`config.mk`:
```
export PLATFORM = sky130hd
export DESIGN_NAME = debounce_bank
export DESIGN_NICKNAME = d
export VERILOG_FILES = /design/src/rtl/debounce_bank.sv
export SDC_FILE = /design/constraint.sdc
export NUM_CORES = 1
export LEC_CHECK = 0
export CAP_MARGIN = 30
export CORE_MARGIN = 1
export CORE_UTILIZATION = 60
export DETAILED_ROUTE_END_ITERATION = 6
export DONT_BUFFER_PORTS = 1
export GPL_TIMING_DRIVEN = 0
export PLACE_DENSITY_LB_ADDON = 0.12
export SLEW_MARGIN = 25
export SYNTH_ARGS = -nofsm -noshare
export SYNTH_HDL_FRONTEND = slang
export SYNTH_SLANG_ARGS = --single-unit
```
`constraint.sdc`:
```
create_clock -name clk -period 7.1 [get_ports clk]
set_input_delay 1.42 -clock clk [delete_from_list [all_inputs] [get_ports clk]]
set_output_delay 1.42 -clock clk [all_outputs]
set_load 0.005 [all_outputs]
```
`src/rtl/debounce_bank.sv`:
```
// debounce_bank: multi-channel input conditioner.
// Each channel has a two-flop synchronizer and a saturating up/down counter
// with hysteresis. The block produces debounced levels, one-clk rise/fall
// pulses, sticky event flags with per-channel clear, and an any-event summary.
module debounce_bank #(
  parameter int CHANNELS   = 4,
  parameter int WIDTH      = 8,
  parameter int EVENT_MODE = 2
) (
  input  logic                clk,
  input  logic                reset,
  input  logic                clk_enable,
  input  logic [CHANNELS-1:0] data,
  output logic [CHANNELS-1:0] debounced,
  output logic [CHANNELS-1:0] rise,
  output logic [CHANNELS-1:0] fall,
  output logic [CHANNELS-1:0] event_flags,
  input  logic [CHANNELS-1:0] event_clear,
  output logic                any_event
);

  localparam logic [WIDTH-1:0] MAX = '1;

  logic [CHANNELS-1:0] sync_meta;
  logic [CHANNELS-1:0] sync;
  logic [WIDTH-1:0]    count      [CHANNELS];
  logic [WIDTH-1:0]    count_next [CHANNELS];
  logic [CHANNELS-1:0] deb_next;
  logic [CHANNELS-1:0] rise_next;
  logic [CHANNELS-1:0] fall_next;
  logic [CHANNELS-1:0] set_event;
  logic [CHANNELS-1:0] flags_next;

  // Next-state logic: saturating counter, hysteresis level, edges, sticky flags.
  always_comb begin
    for (int unsigned i = 0; i < CHANNELS; i++) begin
      count_next[i] = count[i];
      deb_next[i]   = debounced[i];
      if (clk_enable) begin
        if (sync[i] && (count[i] != MAX)) begin
          count_next[i] = count[i] + 1'b1;
        end else if (!sync[i] && (count[i] != '0)) begin
          count_next[i] = count[i] - 1'b1;
        end
        if (count_next[i] == MAX) begin
          deb_next[i] = 1'b1;
        end else if (count_next[i] == '0) begin
          deb_next[i] = 1'b0;
        end
      end
    end
    rise_next = deb_next & ~debounced;
    fall_next = ~deb_next & debounced;
    case (EVENT_MODE)
      0:       set_event = rise_next;
      1:       set_event = fall_next;
      default: set_event = rise_next | fall_next;
    endcase
    // Set has priority over clear so an event coinciding with a clear survives.
    flags_next = set_event | (event_flags & ~event_clear);
  end

  // Two-flop synchronizer, clocked every cycle regardless of clk_enable.
  always_ff @(posedge clk) begin
    if (reset) begin
      sync_meta <= '0;
      sync      <= '0;
    end else begin
      sync_meta <= data;
      sync      <= sync_meta;
    end
  end

  // Per-channel saturating counters.
  always_ff @(posedge clk) begin
    for (int unsigned i = 0; i < CHANNELS; i++) begin
      if (reset) begin
        count[i] <= '0;
      end else begin
        count[i] <= count_next[i];
      end
    end
  end

  // Registered outputs: level, edge pulses, sticky flags and their summary.
  always_ff @(posedge clk) begin
    if (reset) begin
      debounced   <= '0;
      rise        <= '0;
      fall        <= '0;
      event_flags <= '0;
      any_event   <= 1'b0;
    end else begin
      debounced   <= deb_next;
      rise        <= rise_next;
      fall        <= fall_next;
      event_flags <= flags_next;
      any_event   <= |flags_next;
    end
  end

endmodule

```
==> results_dict.tcl <==
set metrics [dict create \
    status "complete, no violations" \
    cp.arrival_ps 4180 \
    syn_area_sq_um 4300 \
    async_reset_ff_share_pct 0 \
    worst_path_max_delay_cell "o41ai_1" \
    antenna_found_initial 0 \
    drt-total-wl_um 11800 \
    drtPass1Iterations 5 \
    synth_top_area_share_pct 26.5 \
    drt-vias-per-instance 6.51 \
    wl_per_cell_um 17.7 \
    relSlewSlack_pct 31.4 \
    cp.required_ps 7300 \
    nNetsFinal 600 \
    clock_skew_ps 3.61 \
    internal_power_mw 1.13 \
    die_h_um 86.7 \
    ctsLongestPathBuffers 2 \
    fp-row-count 30 \
    dieArea_sq_um 7510 \
    clkPwrFrac_pct 15.8 \
    drc 0 \
    synth_compound_area_share_pct 24.5 \
    slew_viol_final 0 \
    instances_no_fill 669 \
    synth_seq_cells 57 \
    hold_viol_final 0 \
    synth_top_family_by_area "simple AND/OR/NAND/NOR gates" \
    ir_drop_mv 0.240 \
    p_seq_share_pct 21.3 \
    grt_pass1_wl_um 19100 \
    synthAdderAreaFrac_pct 5.82 \
    switchingPower_mw 1.02 \
    cts_buffers 9 \
    area_growth_pct 7.77 \
    drtIter0Drc 280 \
    final-setup-viol-count 0 \
    synth.avg_cell_area_sq_um 7.71 \
    worst-path-buf-inv 2 \
    slowest_delay_ps 570 \
    yosysMostFrequentCell "dfxtp_1" \
    min_period_ps 3980 \
    grt_overflow 0 \
    synth_nets 589 \
    cap_viol_max_count 0 \
    cts_tree "done" \
    synth-xor-area-share_pct 4.28 \
    path_cells "clkbuf_1 > inv_1 > ha_1 > nor3b_1 > a21oi_1 > o311ai_0 > o221ai_1 > o41ai_1 > o21ai_0 > ha_1 > a21boi_0 > a41oi_1" \
    drive_gt1_share_pct 6.98 \
    p_leak_nw 1.64 \
    p_comb_share_pct 62.9 \
    cp-start-kind "flop" \
    place_inst 654 \
    track_usage_pct 33.0 \
    grt_max_degree 11 \
    synth_top_cells_by_area "dfxtp_1 (27%), ha_1 (5.8%), nor2_1 (4.4%)" \
    syn_inst 558 \
    synth_edf_count 0 \
    synth_flop_cell "dfxtp_1" \
    ctsResizeCount 0 \
    crit_path_max_fanout 9 \
    diodes 0 \
    ys_types 77 \
    seq_area_frac_synth_pct 26.5 \
    yosys_warnings 0 \
    boundaryPins 28 \
    gp_congestion 0.972 \
    die_w_um 86.7 \
    critPathTopFamily "compound AO/OA/AOI/OAI gates" \
    hpwl_um 8190 \
    cellPowerDensity_nw_per_um2 463 \
    grt_pass1_vias 3928 \
    yosys.area.top_type "dfxtp_1" \
    detail-route-antenna-nets 0 \
    clockRootBuffer "clkbuf_8" \
    clk_pin_slew_ps 70 \
    post_cts_buffers 0 \
    finalCritPeriodShare_pct 56.0 \
    vias 4354 \
    start_util_pct 62.6 \
    end_kind "flop" \
    tightest_slew_ps 1020 \
    insertion_delay_ps 350 \
    cp.depth 12 \
    rsz0062_at_grt "false" \
    rr_worst_depth 12 \
    holdPathStages 1 \
    hp-class "reg2reg" \
    cts.sinks 57 \
    fmax_ghz 0.251 \
    fin_util_pct 67.5 \
    synth_commonest_cells "dfxtp_1 (57), nor2_1 (50), clkbuf_1 (35)" \
    fin_setup_tns_ps 0 \
    portBuffers 0 \
    core_sq_um 6870 \
    synthSimpleGateAreaFrac_pct 31.0 \
    path_class "reg2reg" \
    synthMuxAreaShare_pct 1.83 \
    ctsHoldBuffers 0 \
    p_sw_share_pct 47.4 \
    worst_path_most_repeated_cell "ha_1" \
    n_fill_cell 616 \
    ctsHtreeMaxLevel 3 \
]
-- metrics by stage --
stage | hold WS [ps] | worst slack (ps) | total power, mW | instance area [sq um]
2_1_floorplan | 414 | 3980 | 1.51 | 4300
4_1_cts | 451 | 3140 | 2.11 | 4640
5_1_grt | 471 | 2780 | 2.30 | 4640
3_5_place_dp | 434 | 3180 | 1.77 | 4420
3_3_place_gp | 416 | 3270 | 1.75 | 4420
6_report | 443 | 3120 | 2.15 | 4640
-- power groups by stage --
stage | registers [mW] | logic, mW | clock network [mW]
after floorplan | 0.441 | 1.07 | 0
after global placement | 0.459 | 1.29 | 0
after detailed placement | 0.461 | 1.30 | 0
after CTS | 0.454 | 1.32 | 0.338
after global routing | 0.466 | 1.48 | 0.353
final | 0.457 | 1.35 | 0.339
-- layer usage --
| metal | vias to the layer above | part of all wire [%] | GRT usage, % |
|---|---|---|---|
| met5 | - | 0 | 0 |
| met4 | 0 | 2.4 | 10.9 |
| met3 | 27 | 7.8 | 5.24 |
| met2 | 225 | 46 | 53.1 |
| met1 | 2006 | 44 | 45.0 |
| li1 | 2096 | - | - |
-- registers in the layout, indices dropped and copies added, names as in the netlist --
signal and cells:
count 32, debounced 4, event_flags 4, fall 4
rise 4, sync 4, sync_meta 4, any_event 1
-- kinds of logic (layout without fill, tap and decap cells) --
logic type / after synthesis / in the layout
buffers and inverters: 64 / 79
XOR/XNOR: 21 / 21
AO/OA/AOI/OAI: 153 / 153
AND/OR/NAND/NOR: 237 / 237
adder cells (fa/ha/maj): 20 / 20
flip-flops: 57 / 57
multiplexers: 6 / 6
-- worst register-to-register path: stages (launching register included) --
cell	delay (ps)
dfxtp_1	310
clkbuf_1	180
inv_1	170
ha_1	210
nor3b_1	570
a21oi_1	140
o311ai_0	440
o221ai_1	260
o41ai_1	570
o21ai_0	180
ha_1	350
a21boi_0	290
a41oi_1	160
-- cell usage in the layout (no fill, tap or decap), types with 4 or more instances in the layout --
cell type | synthesis | routed
ha_1 | 20 | 20
nand4_1 | 15 | 15
nor3_1 | 21 | 21
a41oi_1 | 4 | 4
nor3b_1 | 6 | 6
xor2_1 | 6 | 6
a2111oi_0 | 5 | 5
and4_1 | 6 | 6
or4_1 | 6 | 6
o21ai_0 | 29 | 29
clkbuf_1 | 35 | 35
a211oi_1 | 8 | 8
a21oi_1 | 34 | 34
o21a_1 | 6 | 6
dfxtp_1 | 57 | 57
a21o_1 | 4 | 4
o211ai_1 | 5 | 5
a21boi_0 | 7 | 7
nand2_1 | 32 | 32
xnor2_1 | 15 | 15
clkbuf_8 | 0 | 13
inv_1 | 23 | 23
and3_1 | 9 | 9
nor4b_1 | 4 | 4
o22ai_1 | 5 | 5
nor2b_1 | 23 | 23
and2_1 | 4 | 4
nor2_1 | 50 | 50
nand3_1 | 17 | 17
nand2b_1 | 8 | 8
or3_1 | 4 | 4
nor4_1 | 11 | 11
a31oi_1 | 5 | 5
-- final cells by class --
class	count	area (sq um)	share of cell area, %
Tap cell	96	120	2.59
Inverter	23	86.3	1.86
Sequential cell	57	1140	24.6
Buffer	41	176	3.81
Multi-Input combinational cell	437	2900	62.5
Clock inverter	2	35.0	0.756
Clock buffer	13	179	3.86
-- worst paths after layout --
path / end / slack (ps) / from
worst max-delay path: any_event$_SDFF_PP0_ / 3120 / count[2][0]$_SDFFE_PP0P_
worst min-delay path: sync[0]$_SDFF_PP0_ / 440 / sync_meta[0]$_SDFF_PP0_
worst max register to register: any_event$_SDFF_PP0_ / 3120 / count[2][0]$_SDFFE_PP0P_
worst min register to register: sync[0]$_SDFF_PP0_ / 440 / sync_meta[0]$_SDFF_PP0_
No activity file was read; power rests on OpenSTA's default activity.
